==> src/rtl/relu_bp_pkg.sv <==
`default_nettype none
// ============================================================================
//  Module      : relu_bp_pkg
//  Description : Shared definitions for the ReLU backprop gate: controller
//                state encoding and common IEEE-754 single-precision words.
//  Contents    : state_t   - controller states (3-bit encoding)
//                FLOAT_0   - +0.0 (value emitted for gated gradients)
//                FLOAT_1   - +1.0
//  Revision    : 1.0 - initial release
// ============================================================================
package relu_bp_pkg;

    typedef enum logic [2:0] {
        ST_IDLE     = 3'd0,
        ST_CAPTURE  = 3'd1,
        ST_BACKWARD = 3'd2,
        ST_DRAIN    = 3'd3,
        ST_DONE     = 3'd4
    } state_t;

    localparam logic [31:0] FLOAT_0 = 32'h0000_0000;
    localparam logic [31:0] FLOAT_1 = 32'h3F80_0000;

endpackage : relu_bp_pkg
`default_nettype wire

==> src/rtl/relu_mask_buf.sv <==
`default_nettype none
// ============================================================================
//  Module      : relu_mask_buf
//  Description : DEPTH x 1-bit register file holding the ReLU sign mask.
//                One synchronous write port, one asynchronous read port.
//                Storage has no reset; contents are only meaningful for
//                indices below the controller's entry count.
//  Ports       : clk        - clock
//                wr_en_i    - write strobe
//                wr_addr_i  - write index
//                wr_data_i  - mask bit (1 = forward input was negative)
//                rd_addr_i  - read index
//                rd_data_o  - mask bit at rd_addr_i (combinational)
//  Revision    : 1.0 - initial release
// ============================================================================
module relu_mask_buf
    import relu_bp_pkg::*;
#(
    parameter int DEPTH = 64,
    parameter int AW    = 6
) (
    input  logic          clk,
    input  logic          wr_en_i,
    input  logic [AW-1:0] wr_addr_i,
    input  logic          wr_data_i,
    input  logic [AW-1:0] rd_addr_i,
    output logic          rd_data_o
);

    logic [DEPTH-1:0] mem_q;

    always_ff @(posedge clk) begin
        if (wr_en_i) begin
            mem_q[wr_addr_i] <= wr_data_i;
        end
    end

    assign rd_data_o = mem_q[rd_addr_i];

endmodule : relu_mask_buf
`default_nettype wire

==> src/rtl/relu_backprop_gate.sv <==
`default_nettype none
// ============================================================================
//  Module      : relu_backprop_gate
//  Description : ReLU backward-pass gate. The forward pass records one sign
//                bit per pre-activation; the backward pass replays the mask in
//                order, zeroing each upstream gradient whose forward input was
//                negative (including -0.0) and passing the others bit-exact.
//  Ports       : clk, rst                 - clock, async active-high reset
//                enable                   - global hold (0 freezes everything)
//                clear                    - synchronous abort to IDLE
//                fwd_valid/fwd_data/fwd_ready  - forward activation stream
//                start_bwd                - begin backward pass (pulse)
//                bwd_valid/bwd_grad/bwd_ready  - upstream gradient stream
//                out_valid/out_grad/out_ready  - gated gradient stream
//                count                    - mask entries stored
//                busy / done / err        - status (done, err are pulses)
//  Revision    : 1.0 - initial release
// ============================================================================
module relu_backprop_gate
    import relu_bp_pkg::*;
#(
    parameter int BITWIDTH = 32,
    parameter int DEPTH    = 64
) (
    input  logic                         clk,
    input  logic                         rst,
    input  logic                         enable,
    input  logic                         clear,
    input  logic                         fwd_valid,
    input  logic [BITWIDTH-1:0]          fwd_data,
    output logic                         fwd_ready,
    input  logic                         start_bwd,
    input  logic                         bwd_valid,
    input  logic [BITWIDTH-1:0]          bwd_grad,
    output logic                         bwd_ready,
    output logic                         out_valid,
    output logic [BITWIDTH-1:0]          out_grad,
    input  logic                         out_ready,
    output logic [$clog2(DEPTH+1)-1:0]   count,
    output logic                         busy,
    output logic                         done,
    output logic                         err
);

    localparam int BW = BITWIDTH - 1;
    localparam int CW = $clog2(DEPTH + 1);
    localparam int AW = (DEPTH > 1) ? $clog2(DEPTH) : 1;

    localparam logic [CW-1:0]       DEPTH_C   = CW'(DEPTH);
    localparam logic [CW-1:0]       ONE_C     = CW'(1);
    localparam logic [BITWIDTH-1:0] ZERO_GRAD = BITWIDTH'(FLOAT_0);

    // ------------------------------------------------------------------
    // State
    // ------------------------------------------------------------------
    state_t                state_q,     state_d;
    logic [CW-1:0]         count_q,     count_d;
    logic [CW-1:0]         rd_idx_q,    rd_idx_d;
    logic                  out_valid_q, out_valid_d;
    logic [BITWIDTH-1:0]   out_grad_q,  out_grad_d;
    logic                  done_q,      done_d;
    logic                  err_q,       err_d;

    logic                  w_fwd_acc;
    logic                  w_bwd_acc;
    logic                  w_mask_bit;
    logic                  w_fwd_payload_unused;

    // Only the sign of a forward word matters; the remaining payload bits
    // are folded into a deliberately dangling net.
    assign w_fwd_payload_unused = ^fwd_data[BW-1:0];

    // ------------------------------------------------------------------
    // Handshakes (combinational from state/count)
    // ------------------------------------------------------------------
    always_comb begin
        fwd_ready = 1'b0;
        if (enable) begin
            if (state_q == ST_IDLE) begin
                fwd_ready = 1'b1;
            end else if (state_q == ST_CAPTURE) begin
                fwd_ready = (count_q < DEPTH_C);
            end
        end
    end

    // Single output register: a new gradient may enter whenever the
    // register is empty or is being emptied this cycle.
    assign bwd_ready = enable && (state_q == ST_BACKWARD) &&
                       (!out_valid_q || out_ready);

    assign w_fwd_acc = fwd_valid && fwd_ready;
    assign w_bwd_acc = bwd_valid && bwd_ready;
    assign busy      = (state_q != ST_IDLE);

    // ------------------------------------------------------------------
    // Mask storage: written at the current count, read at rd_idx
    // ------------------------------------------------------------------
    relu_mask_buf #(
        .DEPTH (DEPTH),
        .AW    (AW)
    ) u_mask_buf (
        .clk       (clk),
        .wr_en_i   (w_fwd_acc),
        .wr_addr_i (count_q[AW-1:0]),
        .wr_data_i (fwd_data[BW]),
        .rd_addr_i (rd_idx_q[AW-1:0]),
        .rd_data_o (w_mask_bit)
    );

    // ------------------------------------------------------------------
    // Next-state logic
    // ------------------------------------------------------------------
    always_comb begin
        state_d     = state_q;
        count_d     = count_q;
        rd_idx_d    = rd_idx_q;
        out_valid_d = out_valid_q;
        out_grad_d  = out_grad_q;
        done_d      = 1'b0;
        err_d       = 1'b0;

        if (clear) begin
            state_d     = ST_IDLE;
            count_d     = '0;
            rd_idx_d    = '0;
            out_valid_d = 1'b0;
            out_grad_d  = '0;
        end else if (enable) begin
            // A forward beat offered but refused is always an error: either
            // the buffer is full or the pass has moved past capture.
            if ((fwd_valid && !fwd_ready) ||
                ((state_q == ST_IDLE) && start_bwd)) begin
                err_d = 1'b1;
            end

            if (w_fwd_acc) begin
                count_d = count_q + ONE_C;
            end

            if (out_valid_q && out_ready) begin
                out_valid_d = 1'b0;
            end

            case (state_q)
                ST_IDLE: begin
                    if (w_fwd_acc) begin
                        state_d = ST_CAPTURE;
                    end
                end
                ST_CAPTURE: begin
                    // A beat accepted in this same cycle is already counted
                    // above, so it participates in the backward pass.
                    if (start_bwd) begin
                        state_d  = ST_BACKWARD;
                        rd_idx_d = '0;
                    end
                end
                ST_BACKWARD: begin
                    if (w_bwd_acc) begin
                        out_valid_d = 1'b1;
                        out_grad_d  = w_mask_bit ? ZERO_GRAD : bwd_grad;
                        rd_idx_d    = rd_idx_q + ONE_C;
                        if (rd_idx_q == (count_q - ONE_C)) begin
                            state_d = ST_DRAIN;
                        end
                    end
                end
                ST_DRAIN: begin
                    if (!out_valid_q || out_ready) begin
                        state_d = ST_DONE;
                        done_d  = 1'b1;
                    end
                end
                ST_DONE: begin
                    state_d = ST_IDLE;
                    count_d = '0;
                end
                default: begin
                    state_d = ST_IDLE;
                end
            endcase
        end
    end

    // ------------------------------------------------------------------
    // Registers
    // ------------------------------------------------------------------
    always_ff @(posedge clk or posedge rst) begin
        if (rst) begin
            state_q     <= ST_IDLE;
            count_q     <= '0;
            rd_idx_q    <= '0;
            out_valid_q <= 1'b0;
            out_grad_q  <= '0;
            done_q      <= 1'b0;
            err_q       <= 1'b0;
        end else begin
            state_q     <= state_d;
            count_q     <= count_d;
            rd_idx_q    <= rd_idx_d;
            out_valid_q <= out_valid_d;
            out_grad_q  <= out_grad_d;
            done_q      <= done_d;
            err_q       <= err_d;
        end
    end

    assign out_valid = out_valid_q;
    assign out_grad  = out_grad_q;
    assign count     = count_q;
    assign done      = done_q;
    assign err       = err_q;

endmodule : relu_backprop_gate
`default_nettype wire

==> config.mk <==
export PLATFORM = sky130hd
export DESIGN_NAME = relu_backprop_gate
export DESIGN_NICKNAME = d
export VERILOG_FILES = /design/src/rtl/relu_bp_pkg.sv /design/src/rtl/relu_mask_buf.sv /design/src/rtl/relu_backprop_gate.sv
export SDC_FILE = /design/constraint.sdc
export NUM_CORES = 1
export LEC_CHECK = 0
export BUFFER_PORTS_ARGS = -buffer_cell sky130_fd_sc_hd__buf_4
export CAP_MARGIN = 20
export CORE_ASPECT_RATIO = 0.75
export CORE_UTILIZATION = 40
export CTS_BUF_LIST = sky130_fd_sc_hd__clkbuf_8
export DETAILED_ROUTE_END_ITERATION = 10
export GPL_TIMING_DRIVEN = 0
export HOLD_SLACK_MARGIN = 0.12
export PLACE_DENSITY = 0.63
export SLEW_MARGIN = 25
export SYNTH_ARGS = -nofsm -noshare
export SYNTH_HDL_FRONTEND = slang
export SYNTH_SLANG_ARGS = --single-unit
==> constraint.sdc <==
create_clock -name clk -period 3 [get_ports clk]
set_input_delay 0.15 -clock clk [delete_from_list [all_inputs] [get_ports clk]]
set_output_delay 0.15 -clock clk [all_outputs]
set_load 0.05 [all_outputs]
==> summary.txt, run 1 <==
Die ar.: 13850 µm²
RD Place Congestion: 0.8288
CTS tree: done
RSZ-0062 raised after global routing: no
P&R area growth vs syn: 30.78%
global-route wire length before repair: 21740 µm
worst r2r dst: out_grad[0]
vias in the first global route: 3970
Detail Placement HPWL: 9214 µm
ant diodes: 0
final core utilization: 53.75%
count leader, synth: nor2_1
# setup viols final: 0
Worst Path Arrival: 3.02 ns
DR WL/cell: 18.40 µm
largest net degree at the start of global routing: 65
Post-Syn Nets: 513
Yosys reg bits: 116
CP Capture Point: out_grad[0]
Pwr per Cell Area: 576.0 nW/µm²
Starting Density: 41.10%
Synth area leader: edfxtp_1
Reg2Reg Setup Slack: 0.35 ns
worst hold path class: input pin to flop
Async SR Flop Fraction: 44.83%
clk root buf: clkbuf_8
maximum clock insertion buffer count: 2
post-synth cell types: 56
worst r2r src: rd_idx_q[1]
r2r worst-path depth: 8
f_max: 376.7 MHz
Synth top area share: 35.92%
Clock transition at path regs: 0.07 ns
quantity of I/O buffers inserted on ports: 85
Max-slew headroom: 54.58%
Core ar.: 13020 µm²
number of DRC markers in iteration 0: 315
Yosys Warn Count: 0
top cells by count, synth: 86 x nor2_1, 64 x edfxtp_1, 52 x dfrtp_1
Final Max Slew Viols: 0
TritonCTS Buffers: 17
top area cells in the synthesized netlist: edfxtp_1 36%, dfrtp_1 24%, nor2_1 6.0%
Seq/Total Area, Yosys: 60.24%
Final min period: 2.655 ns
drc violations: 0
outcome: finished, final reports clean
Syn Std Cell Area: 5350 µm²
Final Hold Fails: 0
Post-CTS Setup Inserts: 0
Most used DFF post-synth: edfxtp_1
vias: 4126
H-tree depth: 4
grt total ovfl: 0
Worst EP required: 3.36 ns
setup TNS: 0 ns
filler instances: 1131
Syn Inst Count: 438
Hold Slack: 0.2145 ns
Crit. Startpoint: rd_idx_q[1]
Top Ports: 117
Setup crit start kind: flop
Layout Nets: 656
Reg area: 3223 µm²
ratio of final minimum period to clock period: 88.50%
GRT Total Usage: 21.28%
Clk Latency, worst-skew pair: 0.43 ns
Worst Clk Skew: 0.01389 ns
area of the multi-input gates: 1896 µm²
Die X: 135.5 µm
Routed Antenna Nets: 0
max-cap violations: 0
VDD IR max: 324.8 µV
drt total wl: 14070 µm
CP max FO: 10
number of synthesized flops with an enable pin: 64
layout cells sized above 1: 24.41%
Worst-Margin Slew: 0.6792 ns
Clock Sink Count: 116
antenna violations before repair: 0
First-pass DRT Iterations: 5
placement row count: 36
mean post-synth cell area: 12.21 µm²
PostCTS Resize Cnt: 0
CP Capture Type: flop
class of the most critical setup path: flop to flop
DR vias/cell: 5.393
die span in y: 102.2 µm
Leak: 2.824 nW
cts hold-fix bufs: 39
==> how the worst min path moves through the flow <==
stage,start,endpoint,slack [ns],cells after the start
finish,start_bwd,state_q[2],0.21,4
floorplan,fwd_data[31],u_mask_buf.mem_q[0],0.25,0
global route,start_bwd,state_q[2],0.22,4
global placement,bwd_grad[8],out_grad[8],0.37,2
detailed placement,rst,out_grad[13],0.30,2
CTS,start_bwd,state_q[2],0.19,4
==> sequential cells by signal (all words and copies together), names as in the netlist <==
name and flops:
state_q 3, rd_idx_q 7, err 1, out_valid 1, done 1, out_grad 32
count 7, u_mask_buf.mem_q 64
==> report_power, final <==
| group | internal (W) | switching [W] | leakage (nW) | total, W |
|---|---|---|---|---|
| registers | 0.00173 | 0.0000283 | 1.30 | 0.00176 |
| clock network | 0.000852 | 0.000632 | 0.226 | 0.00148 |
| logic | 0.000288 | 0.000500 | 1.30 | 0.000788 |
| total | 0.00287 | 0.00116 | 2.82 | 0.00403 |
==> kinds of logic (layout without fill, tap and decap cells) <==
kind of cell / Yosys count / after routing / share of synthesized area, %
AND/OR/NAND/NOR: 173 / 173 / 15.04
AO/OA/AOI/OAI: 75 / 75 / 10.41
buffers and inverters: 37 / 193 / 4.326
XOR/XNOR: 12 / 12 / 1.964
adder cells (fa/ha/maj): 3 / 3 / 0.7017
multiplexers: 22 / 22 / 7.320
flip-flops: 116 / 116 / 60.24
==> stage by stage <==
stage / cell area [µm²] / std cells / power (W) / worst slack (ns)
6_report: 6997 / 765 / 0.004030 / 0.3451
5_1_grt: 6997 / 765 / 0.004196 / 0.1262
4_1_cts: 6997 / 765 / 0.004045 / 0.3298
3_5_place_dp: 6205 / 694 / 0.002521 / 0.3254
3_3_place_gp: 6202 / 694 / 0.002505 / 0.3784
2_1_floorplan: 5350 / 438 / 0.002290 / 0.8019
==> per-layer routing <==
| layer | part of all wire [%] | vias up | track usage, % |
|---|---|---|---|
| met1 | 47 | 2111 | 32.41 |
| li1 | - | 1884 | - |
| met4 | 1.1 | 0 | 6.828 |
| met2 | 47 | 116 | 31.36 |
| met5 | 0 | - | 0 |
| met3 | 4.4 | 15 | 2.877 |
==> layout make-up <==
| cell class | instances | share of cell area (%) |
|---|---|---|
| inverter | 6 | 0.3577 |
| multi-input combinational | 285 | 27.09 |
| clock inverter | 13 | 2.003 |
| timing repair buffer | 124 | 14.70 |
| sequential | 116 | 46.07 |
| tap | 171 | 3.058 |
| clock buffer | 19 | 3.737 |
| buffer | 31 | 2.986 |
==> cells in the final DEF (no fill, tap or decap), drive strengths merged, types with 2 or more instances in the layout <==
master,instances
buf,98
nor2,86
edfxtp,64
dfrtp,52
dlygate4sd3,39
clkbuf,37
a22o,32
nand2,30
o21ai,15
inv,14
mux4,13
nand3,11
a21oi,10
nand4,9
mux2i,8
nor3,8
xor2,6
xnor2,6
nor2b,5
nand3b,4
nand2b,3
and3,3
ha,3
bufinv,3
a31oi,2
or3,2
o21a,2
a211oi,2
nor3b,2
or3b,2
clkinv,2
or2,2
==> critical path, cell delays in order, from the launching register on <==
cell and delay [ns]:
dfrtp_1 0.47, buf_6 0.22, buf_2 0.33, mux4_2 0.35, a311oi_1 0.34, a221oi_2 0.15, nor3_4 0.35, buf_6 0.20
a22o_1 0.17
No activity file was read; power rests on OpenSTA's default activity.
==> run 2, diff against run 1 <==
- CORE_MARGIN: unset -> 5
==> summary.txt, run 2 (synthesized netlist as in run 1, its figures left out) <==
# setup viols final: 0 (unchanged)
most frequent cells in the layout: 86 x buf_4, 86 x nor2_1, 64 x edfxtp_1
Final min period: 2.755 ns (+0.1005 ns)
Detail Placement HPWL: 9470 µm (+2.8%)
ratio of final minimum period to clock period: 91.85% (+3.4 points)
maximum clock insertion buffer count: 2 (unchanged)
crit-path cells: nor2b_1 -> and3_1 -> clkbuf_1 -> nand4_1 -> nor2_1
max reg flops: 64 (unchanged)
largest reg by FF count: u_mask_buf.mem_q
grt total ovfl: 0 (unchanged)
H-tree depth: 4 (unchanged)
CP Capture Type: flop
Setup crit start kind: flop
hold depth: 4 (unchanged)
final core utilization: 53.32% (-0.42 points)
Max-slew headroom: 55.12% (+0.54 points)
slowest stage delay, CP: 0.61 ns (+0.14 ns)
number of DRC markers in iteration 0: 394 (+25%)
worst r2r src: state_q[2]
hold endpoint: state_q[1]
DR vias/cell: 5.365 (-0.52%)
vias: 4099 (-0.65%)
Hold Startpoint: out_ready
Layout Nets: 655 (-0.15%)
Die ar.: 15810 µm² (+14%)
crit-path leading delay family: simple AND/OR/NAND/NOR gates
die span in y: 110.2 µm (+7.8%)
setup TNS: 0 ns (unchanged)
worst r2r dst: u_mask_buf.mem_q[6]
Final Max Slew Viols: 0 (unchanged)
RSZ-0062 raised after global routing: no
clk root buf: clkbuf_8
outcome: finished, final reports clean
First-pass DRT Iterations: 5 (unchanged)
Worst-Margin Slew: 0.6681 ns (-0.01118 ns)
f_max: 362.9 MHz (-3.6%)
vias in the first global route: 4062 (+2.3%)
Clock Sink Count: 116 (unchanged)
Worst Clk Skew: 0.01853 ns (+0.004641 ns)
Worst Path Arrival: 2.87 ns (-0.15 ns)
class of the most critical setup path: flop to flop
largest net degree at the start of global routing: 65 (unchanged)
RD Place Congestion: 0.8349 (+0.74%)
Core ar.: 13060 µm² (+0.35%)
Final Hold Fails: 0 (unchanged)
Pwr per Cell Area: 561.7 nW/µm² (-2.5%)
placement row count: 36 (unchanged)
DP Cell Count: 694 (unchanged)
Bufs and invs on worst path: 1 (-2)
global-route wire length before repair: 21930 µm (+0.89%)
worst hold path class: input pin to flop
Routed Antenna Nets: 0 (unchanged)
CP max FO: 10 (unchanged)
r2r worst-path depth: 5 (-3)
P&R area growth vs syn: 30.19%
Die X: 143.5 µm (+5.9%)
filler instances: 1100 (-2.7%)
layout cells sized above 1: 24.96% (+0.55 points)
ant diodes: 0 (unchanged)
drt total wl: 14280 µm (+1.5%)
Slowest-stage cell, CP: nand4_1
GRT Total Usage: 18.35% (-2.9 points)
quantity of I/O buffers inserted on ports: 85 (unchanged)
TritonCTS Buffers: 17 (unchanged)
Leak: 2.791 nW (-1.2%)
drc violations: 0 (unchanged)
Top Ports: 117 (unchanged)
max-cap violations: 0 (unchanged)
DR WL/cell: 18.69 µm (+1.6%)
fin cells: 764 (-0.13%)
Reg2Reg Setup Slack: 0.24 ns (-0.10 ns)
VDD IR max: 449.3 µV (+38%)
Clk Latency, worst-skew pair: 0.43 ns (about the same)
Worst EP required: 3.11 ns (-0.25 ns)
Starting Density: 40.96% (-0.14 points)
Clock transition at path regs: 0.07 ns (about the same)
CTS tree: done
antenna violations before repair: 0 (unchanged)
-- run 2: worst max path at each step --
stage / startpoint / end / slack, ns / depth (start not counted)
after CTS: rd_idx_q[1] / out_grad[9] / 0.34 / 9
after global placement: rd_idx_q[1] / out_grad[25] / 0.38 / 8
final: state_q[2] / u_mask_buf.mem_q[6] / 0.24 / 5
after floorplan: rd_idx_q[1] / out_grad[0] / 0.80 / 8
after detailed placement: rd_idx_q[1] / out_grad[13] / 0.37 / 9
after global routing: state_q[2] / u_mask_buf.mem_q[54] / 0.15 / 5
-- run 2: area by class of cell --
class / count / area (µm²) / area share [%]
well taps: 171 / 214.0 / 3.072
repair buffers: 123 / 1018 / 14.62
plain buffers: 31 / 209.0 / 3.000
clock buffers: 20 / 275.3 / 3.952
inverters: 6 / 25.02 / 0.3593
multi-input cells: 285 / 1896 / 27.21
flip-flops and latches: 116 / 3223 / 46.27
clock inverters: 12 / 105.1 / 1.509
-- run 2: worst min-delay path: cells and delay by family --
kind	cells	cell delay (ns)
buf+inv	1	0.09
compound gates	2	0.23
simple gates	1	0.05
-- run 2: where the power goes --
| group | leakage, nW | total, W | internal [W] | switching, W |
|---|---|---|---|---|
| combinational | 1.30 | 0.000783 | 0.000287 | 0.000496 |
| sequential | 1.30 | 0.00176 | 0.00173 | 0.0000285 |
| clock | 0.197 | 0.00137 | 0.000719 | 0.000653 |
| total | 2.79 | 0.00391 | 0.00274 | 0.00118 |
-- run 2: stage by stage --
stage / hold slack, ns / area (µm²) / setup slack (ns) / total power [W]
2_1_floorplan: 0.2489 / 5350 / 0.8019 / 0.002290
3_3_place_gp: 0.3746 / 6202 / 0.3788 / 0.002501
3_5_place_dp: 0.2942 / 6205 / 0.3693 / 0.002517
4_1_cts: 0.1298 / 6965 / 0.3365 / 0.003925
5_1_grt: 0.1662 / 6965 / 0.1527 / 0.004072
6_report: 0.1394 / 6965 / 0.2445 / 0.003912
-- run 2: repair_timing --
action                                  in CTS  in global routing
hold endpoints to repair                    88                  0
resized for setup                            0                  0
hold buffers                                38                  0
buffers inserted                             0                  0
endpoints found under the setup margin       0                  0
-- run 2: metal layers --
| metal | up-vias | routed length [µm] | GRT usage [%] |
|---|---|---|---|
| met5 | - | 0 | 0 |
| met4 | 0 | 230 | 5.981 |
| met3 | 19 | 839 | 3.924 |
| met2 | 154 | 6714 | 28.72 |
| met1 | 2042 | 6496 | 25.74 |
| li1 | 1884 | - | - |
